<file path="config.mk">
export PLATFORM = sky130hd
export DESIGN_NAME = set_cmp_unit_iter
export DESIGN_NICKNAME = d
export VERILOG_FILES = /design/src/rtl/set_cmp_unit_iter.sv
export SDC_FILE = /design/constraint.sdc
export NUM_CORES = 1
export LEC_CHECK = 0
export CORE_ASPECT_RATIO = 1.75
export CORE_MARGIN = 2
export CORE_UTILIZATION = 40
export DETAILED_ROUTE_END_ITERATION = 6
export PLACE_DENSITY = 0.65
export SYNTH_ARGS = -nofsm -noshare
export SYNTH_HDL_FRONTEND = slang
export SYNTH_SLANG_ARGS = --single-unit
</file>
<file path="constraint.sdc">
create_clock -name CLK -period 4.4 [get_ports CLK]
set_input_delay 0.88 -clock CLK [delete_from_list [all_inputs] [get_ports CLK]]
set_output_delay 0.88 -clock CLK [all_outputs]
set_load 0.05 [all_outputs]
</file>
<file path="src/rtl/set_cmp_unit_iter.sv">
// set_cmp_unit_iter
//   Multi-cycle set/compare unit. It compares two XLEN operands SLICE_W bits
//   per cycle, starting at the most significant slice, and stops at the first
//   slice that differs. Operations: SLT, SLTU, MIN, MINU, MAX, MAXU, SEQ, SNE.
//
// Ports
//   CLK        clock, rising edge
//   rst_n      asynchronous active-low reset
//   In_Valid   issue request (Rs1, Rs2, Op valid)
//   In_Ready   unit idle, can accept an operation
//   Rs1, Rs2   operands (captured on accept)
//   Op         000 SLT, 001 SLTU, 010 MIN, 011 MINU,
//              100 MAX, 101 MAXU, 110 SEQ, 111 SNE
//   Out_Valid  Result valid (registered)
//   Out_Ready  consumer accepts Result
//   Result     registered result
//
// state | meaning
// ------+-------------------------------------------------------------
// IDLE  | waiting for In_Valid; In_Ready=1
// CMP   | scanning slice idx (first cycle also resolves signed sign mismatch)
// DONE  | Result held, Out_Valid=1 until Out_Ready

module set_cmp_unit_iter #(
  parameter int XLEN    = 32,
  parameter int SLICE_W = 8
) (
  input  logic            CLK,
  input  logic            rst_n,
  input  logic            In_Valid,
  output logic            In_Ready,
  input  logic [XLEN-1:0] Rs1,
  input  logic [XLEN-1:0] Rs2,
  input  logic [2:0]      Op,
  output logic            Out_Valid,
  input  logic            Out_Ready,
  output logic [XLEN-1:0] Result
);

  localparam int NSLICE = XLEN / SLICE_W;
  localparam int IDX_W  = (NSLICE > 1) ? $clog2(NSLICE) : 1;
  localparam logic [IDX_W-1:0] LAST_IDX = IDX_W'(NSLICE - 1);

  typedef enum logic [1:0] {
    ST_IDLE = 2'd0,
    ST_CMP  = 2'd1,
    ST_DONE = 2'd2
  } state_t;

  state_t            state_q, state_d;
  logic [IDX_W-1:0]  idx_q, idx_d;
  logic [XLEN-1:0]   a_q, a_d;
  logic [XLEN-1:0]   b_q, b_d;
  logic [2:0]        op_q, op_d;
  logic              lt_q, lt_d;
  logic              eq_q, eq_d;
  logic [XLEN-1:0]   result_q, result_d;
  logic              out_valid_q, out_valid_d;

  logic [SLICE_W-1:0] a_slice, b_slice;
  logic               is_signed;
  logic               finish;
  logic               lt_n, eq_n;
  logic [XLEN-1:0]    result_n;

  // SLT, MIN, MAX are signed; SEQ/SNE (op[2:1]==11) never are.
  assign is_signed = (op_q[2:1] != 2'b11) && !op_q[0];

  assign a_slice = a_q[idx_q*SLICE_W +: SLICE_W];
  assign b_slice = b_q[idx_q*SLICE_W +: SLICE_W];

  always_comb begin
    finish = 1'b0;
    lt_n   = 1'b0;
    eq_n   = 1'b0;
    // A sign mismatch on a signed op decides the result in the first cycle.
    // With equal signs the plain unsigned scan is exact for two's complement.
    if ((idx_q == LAST_IDX) && is_signed && (a_q[XLEN-1] != b_q[XLEN-1])) begin
      finish = 1'b1;
      lt_n   = a_q[XLEN-1];
    end else if (a_slice != b_slice) begin
      finish = 1'b1;
      lt_n   = (a_slice < b_slice);
    end else if (idx_q == '0) begin
      finish = 1'b1;
      eq_n   = 1'b1;
    end
  end

  always_comb begin
    result_n = '0;
    case (op_q)
      3'b000, 3'b001: result_n = {{(XLEN-1){1'b0}}, lt_n};
      3'b010, 3'b011: result_n = lt_n ? a_q : b_q;
      3'b100, 3'b101: result_n = lt_n ? b_q : a_q;
      3'b110:         result_n = {{(XLEN-1){1'b0}}, eq_n};
      default:        result_n = {{(XLEN-1){1'b0}}, ~eq_n};
    endcase
  end

  always_comb begin
    state_d  = state_q;
    idx_d    = idx_q;
    a_d      = a_q;
    b_d      = b_q;
    op_d     = op_q;
    lt_d     = lt_q;
    eq_d     = eq_q;
    result_d = result_q;
    case (state_q)
      ST_IDLE: begin
        if (In_Valid) begin
          a_d     = Rs1;
          b_d     = Rs2;
          op_d    = Op;
          idx_d   = LAST_IDX;
          state_d = ST_CMP;
        end
      end
      ST_CMP: begin
        if (finish) begin
          lt_d     = lt_n;
          eq_d     = eq_n;
          result_d = result_n;
          state_d  = ST_DONE;
        end else begin
          idx_d = idx_q - 1'b1;
        end
      end
      ST_DONE: begin
        if (Out_Ready) state_d = ST_IDLE;
      end
      default: state_d = ST_IDLE;
    endcase
    out_valid_d = (state_d == ST_DONE);
  end

  always_ff @(posedge CLK or negedge rst_n) begin
    if (!rst_n) begin
      state_q     <= ST_IDLE;
      idx_q       <= '0;
      a_q         <= '0;
      b_q         <= '0;
      op_q        <= '0;
      lt_q        <= 1'b0;
      eq_q        <= 1'b0;
      result_q    <= '0;
      out_valid_q <= 1'b0;
    end else begin
      state_q     <= state_d;
      idx_q       <= idx_d;
      a_q         <= a_d;
      b_q         <= b_d;
      op_q        <= op_d;
      lt_q        <= lt_d;
      eq_q        <= eq_d;
      result_q    <= result_d;
      out_valid_q <= out_valid_d;
    end
  end

  assign In_Ready  = (state_q == ST_IDLE);
  assign Out_Valid = out_valid_q;
  assign Result    = result_q;

endmodule

</file>
* Yosys cells after proc, flatten, opt, wreduce, memory -nomap -nowiden
Index checks and enable logic that the tools add are counted.
Word-level totals: register bits after elaboration 104, input bits 71, output and inout port bits 34, word-level logic and storage cells 58
Operators by class: $add $sub $neg 1, magnitude comparators 1, eq/ne operators 15, shift-type cells 2, muxes and demuxes 17, bitwise gates (word level) 1, reduce and logical (&&, ||, !) cells 14
Operators by type and width (number):
- one-hot mux 32 bit (4 select lines) | 1
- two-way mux 32 bit | 2
- variable part select 32 x 6 -> 8 bit | 2
- two-way mux 2 bit | 5
- == test 3 bit (second input constant) | 3
- < comparator 8 bit | 1
- != test 8 bit | 1
- two-way mux 1 bit | 7
- == test 2 bit (second input constant) | 3
- == test 3 x 2 -> 1 bit (second input constant) | 2
- != test 2 bit (second input constant) | 3
- one-hot mux 2 bit (3 select lines) | 1
- OR reduction 2 bit | 3
- logical NOT 2 bit | 2
- one-hot mux 2 bit (2 select lines) | 1
- AND reduction 2 bit | 2
- == test 3 x 1 -> 1 bit (second input constant) | 1
- logical AND 1 bit | 3
- logical NOT 3 bit | 1
- AND reduction 3 bit | 1
- == test 2 x 1 -> 1 bit (second input constant) | 1
- nonzero test 2 bit | 1
- subtractor 2 x 1 -> 2 bit (second input constant) | 1
- logical NOT 1 bit | 1
- other kinds (2) | 2

* Longest topological paths before layout
Gate-level depths: netlist (run 1).
word-level depth 8, mapped depth 14, depth with buffers taken out 10

* Worst setup path after synthesis (run 1)
OpenSTA, ideal clock, no wires.
kind reg-to-reg, from reg idx_q[0], to reg result_q[10] (netlist: Result[10]), library setup time 0.127 ns, arrival time 3.582 ns, path slack 0.691 ns, stages on the path, launching flop included 13, buffers on the path 3, period minus slack after synthesis 3.709 ns, path through dfrtp_1 clkbuf_1 buf_2 mux4_2 ha_1 a211oi_1 nor2_1 or4_4 o21a_4 mux2i_4 buf_6 a222oi_1 inv_1
Between the ends: word-level cells in the longest chain between the ends 6
RTL lines:
- from (decl) | RTL line 51 | logic [IDX_W-1:0] idx_q, idx_d;
- from (signal assigned) | RTL line 151 | idx_q <= idx_d;
- variable part select 32 x 6 -> 8 bit (tied with other cells) | RTL line 69 | assign a_slice = a_q[idx_q*SLICE_W +: SLICE_W];
- < comparator 8 bit (tied with other cells) | RTL line 83 | lt_n = (a_slice < b_slice);
- two-way mux 1 bit or logical AND 1 bit (tied branches) | RTL line 81, 78
- two-way mux 1 bit | RTL line 78 | if ((idx_q == LAST_IDX) && is_signed && (a_q[XLEN-1] != b_q[XLEN-1])) begin
- two-way mux 32 bit (on tied branches) | RTL line 95, 94
- one-hot mux 32 bit (4 select lines) | RTL line 92 | case (op_q)
- to (signal assigned) | RTL line 157 | result_q <= result_d;
- to (decl) | RTL line 57 | logic [XLEN-1:0] result_q, result_d;
Parallel ways exist; a longest one is shown, timed or not. A chain may end at the register's enable or synchronous reset.

* Worst setup path after layout (run 1)
from reg idx_q[0], to reg result_q[30] (netlist: Result[30])
Same word-level chain as after synthesis.

==> impl_results.rst, run 1 <==
.. list-table::
   :header-rows: 1

   * - Metric
     - Value
   * - Share of post-route cells with drive strength above 1
     - between 10% and 20%
   * - Design Area, Final
     - 0.00630 mm²
   * - Category of the critical setup timing path
     - reg2reg
   * - Data arrival time at the worst-slack endpoint
     - approximately 4.0 ns
   * - Switching power of the nets
     - between 1.5 and 2 mW
   * - Crit path cell chain
     - buf_12 > mux4_2 > ha_1 > a211oi_1 > nor2_1 > or4_4 > o21a_4 > mux2i_4 > buf_12 > a222oi_1 > inv_1
   * - Post-CTS setup buffer count
     - 0
   * - Clock insertion delay at the later pin of the skew report
     - about 0.35 ns
   * - Yosys top cell by area
     - sky130_fd_sc_hd__dfrtp_1
   * - Actual slew at the worst max-slew pin
     - just under 0.8 ns
   * - Switching Share
     - between 30% and 40%
   * - Sequential share of power
     - roughly two fifths
   * - Total track usage
     - a little under a fifth
   * - Final worst path period need
     - 3.79 ns
   * - Proportion of synthesized chip area in sequential cells
     - between 50 and 60%
   * - Peak supply drop
     - between 0.3 and 0.4 mV
   * - Nets in the synthesized netlist
     - between 400 and 500
   * - Maxcap violations
     - 0
   * - Share of total power in the clock network
     - 17.6%
   * - Worst path required time
     - roughly 4.6 ns
   * - Routed wire length
     - about 11000 µm
   * - #FFs+latches synth
     - ~100
   * - Leakage power
     - approximately 2.8 nW
   * - Kind of cell with the highest combined delay on the critical path
     - compound AO/OA/AOI/OAI gates
   * - Top-level I/O count
     - 105
   * - CTS clk-pin slew, worst paths
     - 0.07 ns
   * - Synthesized area per cell
     - about 14 µm²
   * - Synthesized instance count
     - 354
   * - Setup repair after global routing missed its margin
     - false
   * - Portion of synthesized cell area occupied by the leading cell type
     - between 50% and 60%
   * - Cell repeated most along the worst path
     - sky130_fd_sc_hd__buf_12
   * - Max-slew violation count
     - 0
   * - PD cells
     - between 700 and 800 mW/mm²
   * - TritonCTS clock tree
     - yes
   * - Relative contribution of combinational cells to total power
     - ~43%
   * - Count of input and output buffers
     - approximately 100
   * - Count of vias placed by the detailed router
     - around 3300
   * - Placer Congestion
     - between 0.8 and 0.9
   * - Biggest cell delay along the critical path
     - around 0.55 ns
   * - Count of clock tree sinks
     - between 100 and 150
   * - Post-cts resize count
     - 0
   * - Die extent in y
     - 149 µm
   * - Largest net degree at the start of global routing
     - 60
   * - Max H-tree Level
     - 3
   * - Cell Area, Synth
     - between 0.004 and 0.005 mm²
   * - Number of warnings printed during yosys synthesis
     - 0
   * - Compound-Gate Fraction of Synth Area
     - about a tenth
   * - Gr ovfl total
     - 0
   * - Post-CTS Hold Fix Bufs
     - 0
   * - Filler Cells Inserted
     - approximately 1000
   * - Share of flip-flops with an asynchronous set or reset
     - 100%
   * - Violated checks
     - DRC
   * - Simple-gate share of the synthesized area
     - between 3 and 4%
   * - Post-Synth XOR/XNOR Area
     - less than 1%
   * - Launching element type of the critical path
     - flip-flop
   * - CP max FO
     - 16
   * - Combinational family with the most area after synthesis
     - multiplexers
   * - Result of the run
     - finished, violations left
   * - Internal Power
     - 2.77 mW
   * - Portion of the clock cycle consumed by the worst path in the final layout
     - 86.1%
   * - Rel. slew slack
     - 47.6%
   * - Post-DR vias/cell
     - 5.52
   * - WL/cell
     - about 19 µm
   * - Final Skew
     - just over 0.009 ns
   * - Starting DRT DRC Count
     - approximately 320
   * - HP Class
     - reg2reg
   * - Primary flip-flop cell chosen by synthesis mapping
     - sky130_fd_sc_hd__dfrtp_1
   * - Total count of hold-check failures in the final report
     - 0
   * - Worst path bufs/invs
     - 3
   * - Maximum operating frequency
     - around 260 MHz
   * - Final Instance Count excl. Fillers
     - between 500 and 600
   * - Total CTS buffers
     - 9
   * - Final #Nets
     - between 500 and 600
   * - Top-count cell post-synth
     - sky130_fd_sc_hd__dfrtp_1
   * - CTS root buf
     - sky130_fd_sc_hd__clkbuf_16
   * - Area Growth Syn to Fin
     - 30.8%
   * - Worst R2R Setup Slack
     - between 0.6 and 0.7 ns
   * - Setup total negative slack
     - 0 ns
   * - Unique masters post-synth
     - between 40 and 50
   * - HPWL after detailed placement
     - around 8400 µm
   * - Die extent in x
     - between 80 and 90 µm
   * - Top cells by area in the synthesized netlist
     - sky130_fd_sc_hd__dfrtp_1 54%, sky130_fd_sc_hd__mux2_1 15%, sky130_fd_sc_hd__mux4_2 7.5%
   * - Cell at the slowest stage of the critical path
     - sky130_fd_sc_hd__dfrtp_1
   * - Setup violation total in the final timing report
     - 0
   * - Total instance count after detailed placement
     - between 500 and 600
   * - Kind of end point of the critical path
     - flip-flop
   * - Pwr Total
     - approximately 4.6 mW
   * - # diodes
     - 0
   * - Maximum count of clock buffers along a single path
     - 2
   * - Detailed Routing Iterations Pass 1
     - 7
   * - Remaining DRCs
     - 2
   * - Post-synthesis mux area share
     - between 20% and 30%
   * - Initial cell density of the core
     - around two fifths
   * - EDFF count, synth
     - 0
   * - Remaining antenna violation count
     - 0
   * - Rows
     - 53
   * - Floorplan Core Area
     - 0.0119 mm²
   * - Post-DP Area
     - between 0.006 and 0.007 mm²
   * - First-pass GRT wire length
     - ~18000 µm
   * - Post-synthesis adder-cell area fraction
     - 2.60%
   * - Antenna violations before repair
     - 0
   * - Via count of the first global-routing pass
     - 3533
   * - Commonest cells post-synth
     - 104 x sky130_fd_sc_hd__dfrtp_1, 64 x sky130_fd_sc_hd__mux2_1, 45 x sky130_fd_sc_hd__inv_1
   * - Area of the die
     - between 0.01 and 0.015 mm²
-- cells in the final DEF, fill, tap and decap left out, types with 2 or more instances in the layout --
master	Yosys	final
sky130_fd_sc_hd__o21ai_1	2	2
sky130_fd_sc_hd__a21oi_1	6	6
sky130_fd_sc_hd__mux2_1	64	64
sky130_fd_sc_hd__mux2i_4	1	2
sky130_fd_sc_hd__ha_1	10	10
sky130_fd_sc_hd__inv_1	45	45
sky130_fd_sc_hd__o211ai_1	2	2
sky130_fd_sc_hd__nor2_1	8	8
sky130_fd_sc_hd__buf_4	3	6
sky130_fd_sc_hd__or2b_4	2	2
sky130_fd_sc_hd__buf_12	0	3
sky130_fd_sc_hd__o21ai_0	4	4
sky130_fd_sc_hd__inv_6	0	2
sky130_fd_sc_hd__a222oi_1	30	30
sky130_fd_sc_hd__mux4_2	16	16
sky130_fd_sc_hd__nand2_1	11	11
sky130_fd_sc_hd__dfrtp_1	104	104
sky130_fd_sc_hd__nor2b_1	3	3
sky130_fd_sc_hd__clkbuf_16	0	9
sky130_fd_sc_hd__clkinv_2	0	2
sky130_fd_sc_hd__nand4_1	3	3
sky130_fd_sc_hd__clkdlybuf4s50_1	0	103
-- kinds of logic after synthesis --
kind of cell,Yosys count
buf+inv,67
fa+ha+maj,10
mux,84
flops,104
simple gates,35
compound gates,53
xor+xnor,1
-- sequential cells by signal (all words and copies together) (netlist names) --
name,flops
b_q,32
op_q,3
a_q,32
Result,32
Out_Valid,1
idx_q,2
state_q,2
-- metrics by stage --
step                setup slack [ns]  hold slack [ns]  util (%)
floorplan                      0.691            0.466         -
global placement               0.728            0.475      50.6
detailed placement             0.619            0.491      50.6
CTS                            0.592            0.513      53.1
global route                   0.360            0.529      53.1
finish                         0.612            0.509      53.1
-- final timing paths --
path / start / to / cells past startpoint
setup / recovery: idx_q[0] / Result[30] / 11
hold / removal: Result[13] / Result[13] / 2
setup reg to reg: idx_q[0] / Result[30] / 11
hold reg to reg: Result[13] / Result[13] / 2
max in group asynchronous: rst_n / a_q[10] / 2
min in group asynchronous: rst_n / a_q[20] / 2
-- cell type report --
type	count	area [µm²]	area share, %
flip-flops and latches	104	2600	41.3
multi-input cells	183	1930	30.6
clock buffers	10	229	3.64
inverters	45	169	2.68
well taps	137	171	2.72
repair buffers	112	1140	18.0
clock inverters	6	65.1	1.03
-- power groups by stage --
stage / Combinational [mW] / Clock [mW] / Sequential [mW]
after floorplan: 1.13 / 0 / 1.98
after global placement: 1.96 / 0 / 1.80
after detailed placement: 2.00 / 0 / 1.79
after CTS: 2.01 / 0.814 / 1.78
after global routing: 2.16 / 0.856 / 1.83
final: 1.98 / 0.801 / 1.78
-- worst reg2reg max path, cell delays in order, from the launching register on --
cell and delay (ns):
sky130_fd_sc_hd__dfrtp_1 0.55, sky130_fd_sc_hd__buf_12 0.22, sky130_fd_sc_hd__mux4_2 0.53, sky130_fd_sc_hd__ha_1 0.35, sky130_fd_sc_hd__a211oi_1 0.29, sky130_fd_sc_hd__nor2_1 0.09, sky130_fd_sc_hd__or4_4 0.45, sky130_fd_sc_hd__o21a_4 0.27
sky130_fd_sc_hd__mux2i_4 0.28, sky130_fd_sc_hd__buf_12 0.21, sky130_fd_sc_hd__a222oi_1 0.36, sky130_fd_sc_hd__inv_1 0.08
-- routing by layer --
metal  routed length [µm]  global-route usage (%)  up-vias
met5                    0                       0        -
met4                  374                    9.53        0
met3                  377                    2.38       19
met2                 6350                    33.2      101
met1                 4200                    21.2     1664
li1                     -                       -     1511
Power figures use the tool's default switching activity.
==> run 2: changes to the inputs <==
CTS_CLUSTER_DIAMETER = 50   (was default)
clock period = 4.66 ns   (was 4.4 ns; I/O delays follow)
==> impl_results.rst, run 2 (synthesized netlist as in run 1, its figures left out) <==
.. list-table::
   :header-rows: 1

   * - Metric
     - Value
   * - TritonCTS clock tree
     - yes (unchanged)
   * - Setup violation total in the final timing report
     - 0 (unchanged)
   * - Pwr Total
     - 4.29 mW (was 4.55 mW)
   * - Total track usage
     - 18.6% (about the same)
   * - Maximum count of clock buffers along a single path
     - 2 (unchanged)
   * - Routed metal-1 wire length
     - 4180 µm (was 4200 µm)
   * - Initial cell density of the core
     - 40.6% (unchanged)
   * - Routed wire length
     - 11500 µm (was 11300 µm)
   * - Remaining DRCs
     - 8 (was 2)
   * - Filler Cells Inserted
     - 1017 (was 1030)
   * - Final worst path period need
     - 3.72 ns (was 3.79 ns)
   * - Violated checks
     - DRC (unchanged)
   * - HP Class
     - reg2reg (unchanged)
   * - Via count of the first global-routing pass
     - 3468 (was 3533)
   * - Maximum operating frequency
     - 268 MHz (was 264 MHz)
   * - Clock insertion delay at the later pin of the skew report
     - 0.35 ns (about the same)
   * - Kind of end point of the critical path
     - flip-flop (unchanged)
   * - Max-slew violation count
     - 0 (unchanged)
   * - Final #Nets
     - 536 (unchanged)
   * - Count of clock tree sinks
     - 104 (unchanged)
   * - Highest routing layer actually used
     - met4 (unchanged)
   * - Portion of the clock cycle consumed by the worst path in the final layout
     - 79.9% (was 86.1%)
   * - Area Growth Syn to Fin
     - 30.1% (was 30.8%)
   * - Post-cts resize count
     - 0 (unchanged)
   * - Starting DRT DRC Count
     - 291 (was 319)
   * - Final Skew
     - 0.00906 ns (was 0.00911 ns)
   * - CTS clk-pin slew, worst paths
     - 0.07 ns (about the same)
   * - Setup total negative slack
     - 0 ns (unchanged)
   * - Result of the run
     - finished, violations left (unchanged)
   * - Placer Congestion
     - 0.827 (was 0.835)
   * - CP max FO
     - 21 (was 16)
   * - Commonest non-fill, non-tap cells in the layout
     - 104 x sky130_fd_sc_hd__dfrtp_1, 103 x sky130_fd_sc_hd__clkdlybuf4s50_1, 64 x sky130_fd_sc_hd__mux2_1, 45 x sky130_fd_sc_hd__inv_1, 30 x sky130_fd_sc_hd__a222oi_1 (unchanged)
   * - WL/cell
     - 19.3 µm (was 18.9 µm)
   * - HPWL after detailed placement
     - 8520 µm (was 8400 µm)
   * - First-pass GRT wire length
     - 18000 µm (was 18100 µm)
   * - Leakage power
     - 2.82 nW (was 2.84 nW)
   * - Switching Share
     - 40.3% (was 39.2%)
   * - Remaining antenna violation count
     - 0 (unchanged)
   * - Actual slew at the worst max-slew pin
     - 0.920 ns (was 0.786 ns)
   * - PD cells
     - 684 mW/mm² (was 723 mW/mm²)
   * - # diodes
     - 0 (unchanged)
   * - Floorplan Core Area
     - 0.0119 mm² (unchanged)
   * - Most common library cell in the layout ignoring fill and taps
     - sky130_fd_sc_hd__dfrtp_1 (unchanged)
   * - Category of the critical setup timing path
     - reg2reg (unchanged)
   * - Gr ovfl total
     - 0 (unchanged)
   * - Count of vias placed by the detailed router
     - 3322 (was 3295)
   * - Largest net degree at the start of global routing
     - 75 (was 60)
   * - Share of post-route cells with drive strength above 1
     - 10.9% (was 10.7%)
   * - Setup repair after global routing missed its margin
     - false (unchanged)
   * - Post-DP Area
     - 0.00598 mm² (was 0.00600 mm²)
   * - Post-DR vias/cell
     - 5.56 (was 5.52)
   * - Relative contribution of combinational cells to total power
     - 43.5% (was 43.4%)
   * - Worst path required time
     - 4.89 ns (was 4.63 ns)
   * - Post-CTS setup buffer count
     - 0 (unchanged)
   * - Internal Power
     - 2.56 mW (was 2.77 mW)
   * - Rel. slew slack
     - 38.7% (was 47.6%)
   * - Final Instance Count excl. Fillers
     - 597 (unchanged)
   * - Data arrival time at the worst-slack endpoint
     - 3.96 ns (was 4.02 ns)
   * - Sequential share of power
     - 39.5% (was 39.0%)
   * - Post-CTS Hold Fix Bufs
     - 0 (unchanged)
   * - Area of the die
     - 0.0130 mm² (unchanged)
   * - Antenna violations before repair
     - 0 (unchanged)
   * - Die extent in x
     - 86.9 µm (unchanged)
   * - Detailed Routing Iterations Pass 1
     - 7 (unchanged)
   * - Total instance count after detailed placement
     - 581 (unchanged)
   * - Peak supply drop
     - 0.307 mV (was 0.300 mV)
   * - Top-level I/O count
     - 105 (unchanged)
   * - Share of total power in the clock network
     - 17.0% (was 17.6%)
   * - Total CTS buffers
     - 9 (unchanged)
   * - Count of input and output buffers
     - 104 (unchanged)
   * - Maxcap violations
     - 0 (unchanged)
   * - Launching element type of the critical path
     - flip-flop (unchanged)
   * - Met3 wire length
     - 466 µm (was 377 µm)
   * - Switching power of the nets
     - 1.73 mW (was 1.78 mW)
   * - Total count of hold-check failures in the final report
     - 0 (unchanged)
   * - Max H-tree Level
     - 3 (unchanged)
   * - Design Area, Final
     - 0.00627 mm² (was 0.00630 mm²)
   * - Utilization after layout
     - 52.8% (was 53.1%)
   * - Rows
     - 53 (unchanged)
   * - Routed length on met2
     - 6570 µm (was 6350 µm)
   * - CTS root buf
     - sky130_fd_sc_hd__clkbuf_16 (unchanged)
   * - Die extent in y
     - 149 µm (unchanged)
==> run 2: per-stage QoR <==
stage	worst slack, ns	hold slack (ns)
6_report	0.936	0.506
5_1_grt	0.646	0.525
4_1_cts	0.959	0.507
3_5_place_dp	0.941	0.479
3_3_place_gp	1.06	0.493
2_1_floorplan	0.951	0.466
==> run 2: critical path, cell delays in order, from the launching register on <==
cell and delay [ns]:
sky130_fd_sc_hd__dfrtp_1 0.84, sky130_fd_sc_hd__mux4_2 0.41, sky130_fd_sc_hd__ha_1 0.33, sky130_fd_sc_hd__nand4_1 0.16, sky130_fd_sc_hd__a311oi_1 0.53, sky130_fd_sc_hd__a21o_1 0.24
sky130_fd_sc_hd__buf_4 0.19, sky130_fd_sc_hd__or2b_4 0.17, sky130_fd_sc_hd__mux2i_4 0.12, sky130_fd_sc_hd__buf_4 0.24, sky130_fd_sc_hd__a222oi_1 0.30, sky130_fd_sc_hd__inv_1 0.08
==> run 2: area by class of cell <==
cell class | instances | area, µm² | area share (%)
flip-flops and latches | 104 | 2600 | 41.5
multi-input cells | 183 | 1930 | 30.7
repair buffers | 112 | 1110 | 17.7
clock buffers | 9 | 225 | 3.59
well taps | 137 | 171 | 2.74
inverters | 45 | 169 | 2.70
clock inverters | 7 | 62.6 | 0.998
==> run 2: power groups by stage <==
stage | Clock, mW | Combinational, mW | Sequential, mW
global placement | 0 | 1.85 | 1.70
detailed placement | 0 | 1.88 | 1.71
floorplan | 0 | 1.07 | 1.87
global route | 0.784 | 2.03 | 1.74
CTS | 0.746 | 1.89 | 1.70
finish | 0.729 | 1.87 | 1.69
==> run 2: path summary, 6_finish.rpt <==
path	from	end	slack [ns]	cells after the start
max in group asynchronous	rst_n	op_q[0]	3.03	2
min in group asynchronous	rst_n	b_q[20]	0.70	1
setup / recovery	idx_q[1]	Result[11]	0.94	11
hold reg to reg	Result[13]	Result[13]	0.51	2
setup reg to reg	idx_q[1]	Result[11]	0.94	11
hold / removal	Result[13]	Result[13]	0.51	2
==> run 2: routing by layer <==
layer / global-route usage, % / vias up
met5: 0 / -
met4: 7.50 / 0
met3: 3.49 / 15
met2: 34.5 / 110
met1: 20.3 / 1685
li1: - / 1512
==> run 3: changes to the inputs <==
clock period = 3.6 ns   (was 4.66 ns; I/O delays follow)
==> impl_results.rst, run 3 (synthesized netlist as in run 1, its figures left out) <==
.. list-table::
   :header-rows: 1

   * - Metric
     - Value
   * - CTS root buf
     - sky130_fd_sc_hd__clkbuf_16 (unchanged)
   * - Starting DRT DRC Count
     - 292 (was 291)
   * - Gr ovfl total
     - 0 (unchanged)
   * - Crit Reg-Reg Endpoint
     - Result[25] (was Result[11])
   * - Count of clock tree sinks
     - 104 (unchanged)
   * - Count of vias placed by the detailed router
     - 3387 (was 3322)
   * - Commonest non-fill, non-tap cells in the layout
     - 103 x sky130_fd_sc_hd__dfrtp_1, 103 x sky130_fd_sc_hd__clkdlybuf4s50_1, 64 x sky130_fd_sc_hd__mux2_1, 45 x sky130_fd_sc_hd__inv_1, 30 x sky130_fd_sc_hd__a222oi_1 (was 104 x sky130_fd_sc_hd__dfrtp_1, 103 x sky130_fd_sc_hd__clkdlybuf4s50_1, 64 x sky130_fd_sc_hd__mux2_1, 45 x sky130_fd_sc_hd__inv_1, 30 x sky130_fd_sc_hd__a222oi_1)
   * - Launching element type of the critical path
     - flip-flop (unchanged)
   * - # diodes
     - 0 (unchanged)
   * - Maximum count of clock buffers along a single path
     - 2 (unchanged)
   * - Portion of the clock cycle consumed by the worst path in the final layout
     - 95.1% (was 79.9%)
   * - CTS clk-pin slew, worst paths
     - 0.06 ns (was 0.07 ns)
   * - CP max FO
     - 21 (unchanged)
   * - Die extent in y
     - 149 µm (unchanged)
   * - Actual slew at the worst max-slew pin
     - 0.777 ns (was 0.920 ns)
   * - Maxcap violations
     - 0 (unchanged)
   * - Worst R2R Setup Slack
     - 0.18 ns (was 0.94 ns)
   * - Placer Congestion
     - 0.843 (was 0.827)
   * - Result of the run
     - finished clean (was finished, violations left)
   * - Max-slew violation count
     - 0 (unchanged)
   * - WL/cell
     - 20.2 µm (was 19.3 µm)
   * - Remaining antenna violation count
     - 0 (unchanged)
   * - Peak supply drop
     - 0.512 mV (was 0.307 mV)
   * - Utilization after layout
     - 53.8% (was 52.8%)
   * - Kind of end point of the critical path
     - flip-flop (unchanged)
   * - Routed wire length
     - 12200 µm (was 11500 µm)
   * - Max H-tree Level
     - 3 (unchanged)
   * - Die extent in x
     - 86.9 µm (unchanged)
   * - Final #Nets
     - 546 (was 536)
   * - Total track usage
     - 19.8% (was 18.6%)
   * - Setup violation total in the final timing report
     - 0 (unchanged)
   * - Category of the critical setup timing path
     - reg2reg (unchanged)
   * - Design Area, Final
     - 0.00638 mm² (was 0.00627 mm²)
   * - Rel. slew slack
     - 48.2% (was 38.7%)
   * - Maximum operating frequency
     - 292 MHz (was 268 MHz)
   * - Post-DP Area
     - 0.00606 mm² (was 0.00598 mm²)
   * - Top-level I/O count
     - 105 (unchanged)
   * - Data arrival time at the worst-slack endpoint
     - 3.64 ns (was 3.96 ns)
   * - PD cells
     - 888 mW/mm² (was 684 mW/mm²)
   * - Rows
     - 53 (unchanged)
   * - HP Class
     - in2async (was reg2reg)
   * - R2R depth
     - 11 (unchanged)
   * - Final worst path period need
     - 3.42 ns (was 3.72 ns)
   * - Total CTS buffers
     - 9 (unchanged)
   * - Beginning of the worst register-to-register path
     - idx_q[0] (was idx_q[1])
   * - Antenna violations before repair
     - 0 (unchanged)
   * - Initial cell density of the core
     - 40.6% (unchanged)
   * - Floorplan Core Area
     - 0.0119 mm² (unchanged)
   * - Area of the die
     - 0.0130 mm² (unchanged)
   * - Largest net degree at the start of global routing
     - 62 (was 75)
   * - TritonCTS clock tree
     - yes (unchanged)
   * - Count of input and output buffers
     - 104 (unchanged)
   * - Area Growth Syn to Fin
     - 32.6% (was 30.1%)
   * - Final Skew
     - 0.00574 ns (was 0.00906 ns)
   * - Total count of hold-check failures in the final report
     - 0 (unchanged)
   * - HPWL after detailed placement
     - 9170 µm (was 8520 µm)
   * - Clock insertion delay at the later pin of the skew report
     - 0.34 ns (was 0.35 ns)
   * - Post-CTS Hold Fix Bufs
     - 0 (unchanged)
   * - Worst path required time
     - 3.82 ns (was 4.89 ns)
   * - Via count of the first global-routing pass
     - 3603 (was 3468)
   * - Share of post-route cells with drive strength above 1
     - 12.8% (was 10.9%)
   * - Remaining DRCs
     - 0 (was 8)
   * - Post-DR vias/cell
     - 5.58 (was 5.56)
   * - Detailed Routing Iterations Pass 1
     - 7 (unchanged)
   * - First-pass GRT wire length
     - 19200 µm (was 18000 µm)
   * - Leakage power
     - 2.90 nW (was 2.82 nW)
[run 3: cell count changes in the layout (fill, tap and decap cells not counted), sizes merged]
cell      change
buf          +10
bufinv        +2
clkbuf        +1
clkinv        +3
clkinvlp      -3
inv           -3
[run 3: per-stage QoR]
stage | hold slack (ns) | total power, mW | setup TNS (ns) | setup WS [ns] | std cells
after floorplan | 0.424 | 3.80 | 0 | 0.0925 | 354
after global placement | 0.479 | 4.63 | 0 | 0.162 | 590
after detailed placement | 0.478 | 4.69 | 0 | 0.0621 | 590
after CTS | 0.481 | 5.73 | 0 | 0.0321 | 606
after global routing | 0.521 | 6.02 | -0.00474 | -0.00302 | 607
final | 0.452 | 5.67 | 0 | 0.177 | 607
[run 3: power breakdown]
group / switching [mW] / internal [mW] / total [mW]
logic: 1.31 / 1.16 / 2.47
registers: 0.477 / 1.70 / 2.18
clock network: 0.417 / 0.607 / 1.02
total: 2.20 / 3.47 / 5.67
[run 3: final cells by class]
class                      instances  area [µm²]
clock buffer                      10         229
tap                              137         171
inverter                          45         169
fill                            1025        5490
multi-input combinational        183        1930
timing repair buffer             122        1200
clock inverter                     6        83.8
sequential                       104        2600
[run 3: worst max-delay path by stage]
stage / endpoint / start / slack [ns]
after floorplan: Result[10] / idx_q[0] / 0.09
final: Result[25] / idx_q[0] / 0.18
after detailed placement: Result[20] / idx_q[0] / 0.06
after CTS: Result[25] / idx_q[0] / 0.03
after global routing: Result[20] / idx_q[0] / -0.003
after global placement: Result[20] / idx_q[0] / 0.16
[run 3: what timing repair did]
| item | in CTS | in global routing |
|---|---|---|
| gates resized for setup | 0 | 2 |
| buffers inserted | 0 | 1 |
| setup endpoints to repair | 0 | 30 |
[run 3: layer usage]
layer / vias up / share of wire, % / GRT usage (%)
met2: 100 / 58 / 36.1
met1: 1735 / 35 / 21.4
met4: 0 / 3.6 / 10.2
met3: 26 / 3.8 / 2.93
li1: 1526 / - / -
met5: - / 0 / 0
[run 3: worst max-delay path, cell delays in order (launching register included)]
cell                       delay [ns]
sky130_fd_sc_hd__dfrtp_2         0.43
sky130_fd_sc_hd__buf_6           0.17
sky130_fd_sc_hd__mux4_2          0.52
sky130_fd_sc_hd__ha_1            0.32
sky130_fd_sc_hd__nand4_1         0.14
sky130_fd_sc_hd__nor2_1          0.07
sky130_fd_sc_hd__or4_4           0.51
sky130_fd_sc_hd__o21a_4          0.28
sky130_fd_sc_hd__mux2i_4         0.19
sky130_fd_sc_hd__buf_4           0.22
sky130_fd_sc_hd__a222oi_1        0.38
sky130_fd_sc_hd__inv_1           0.08
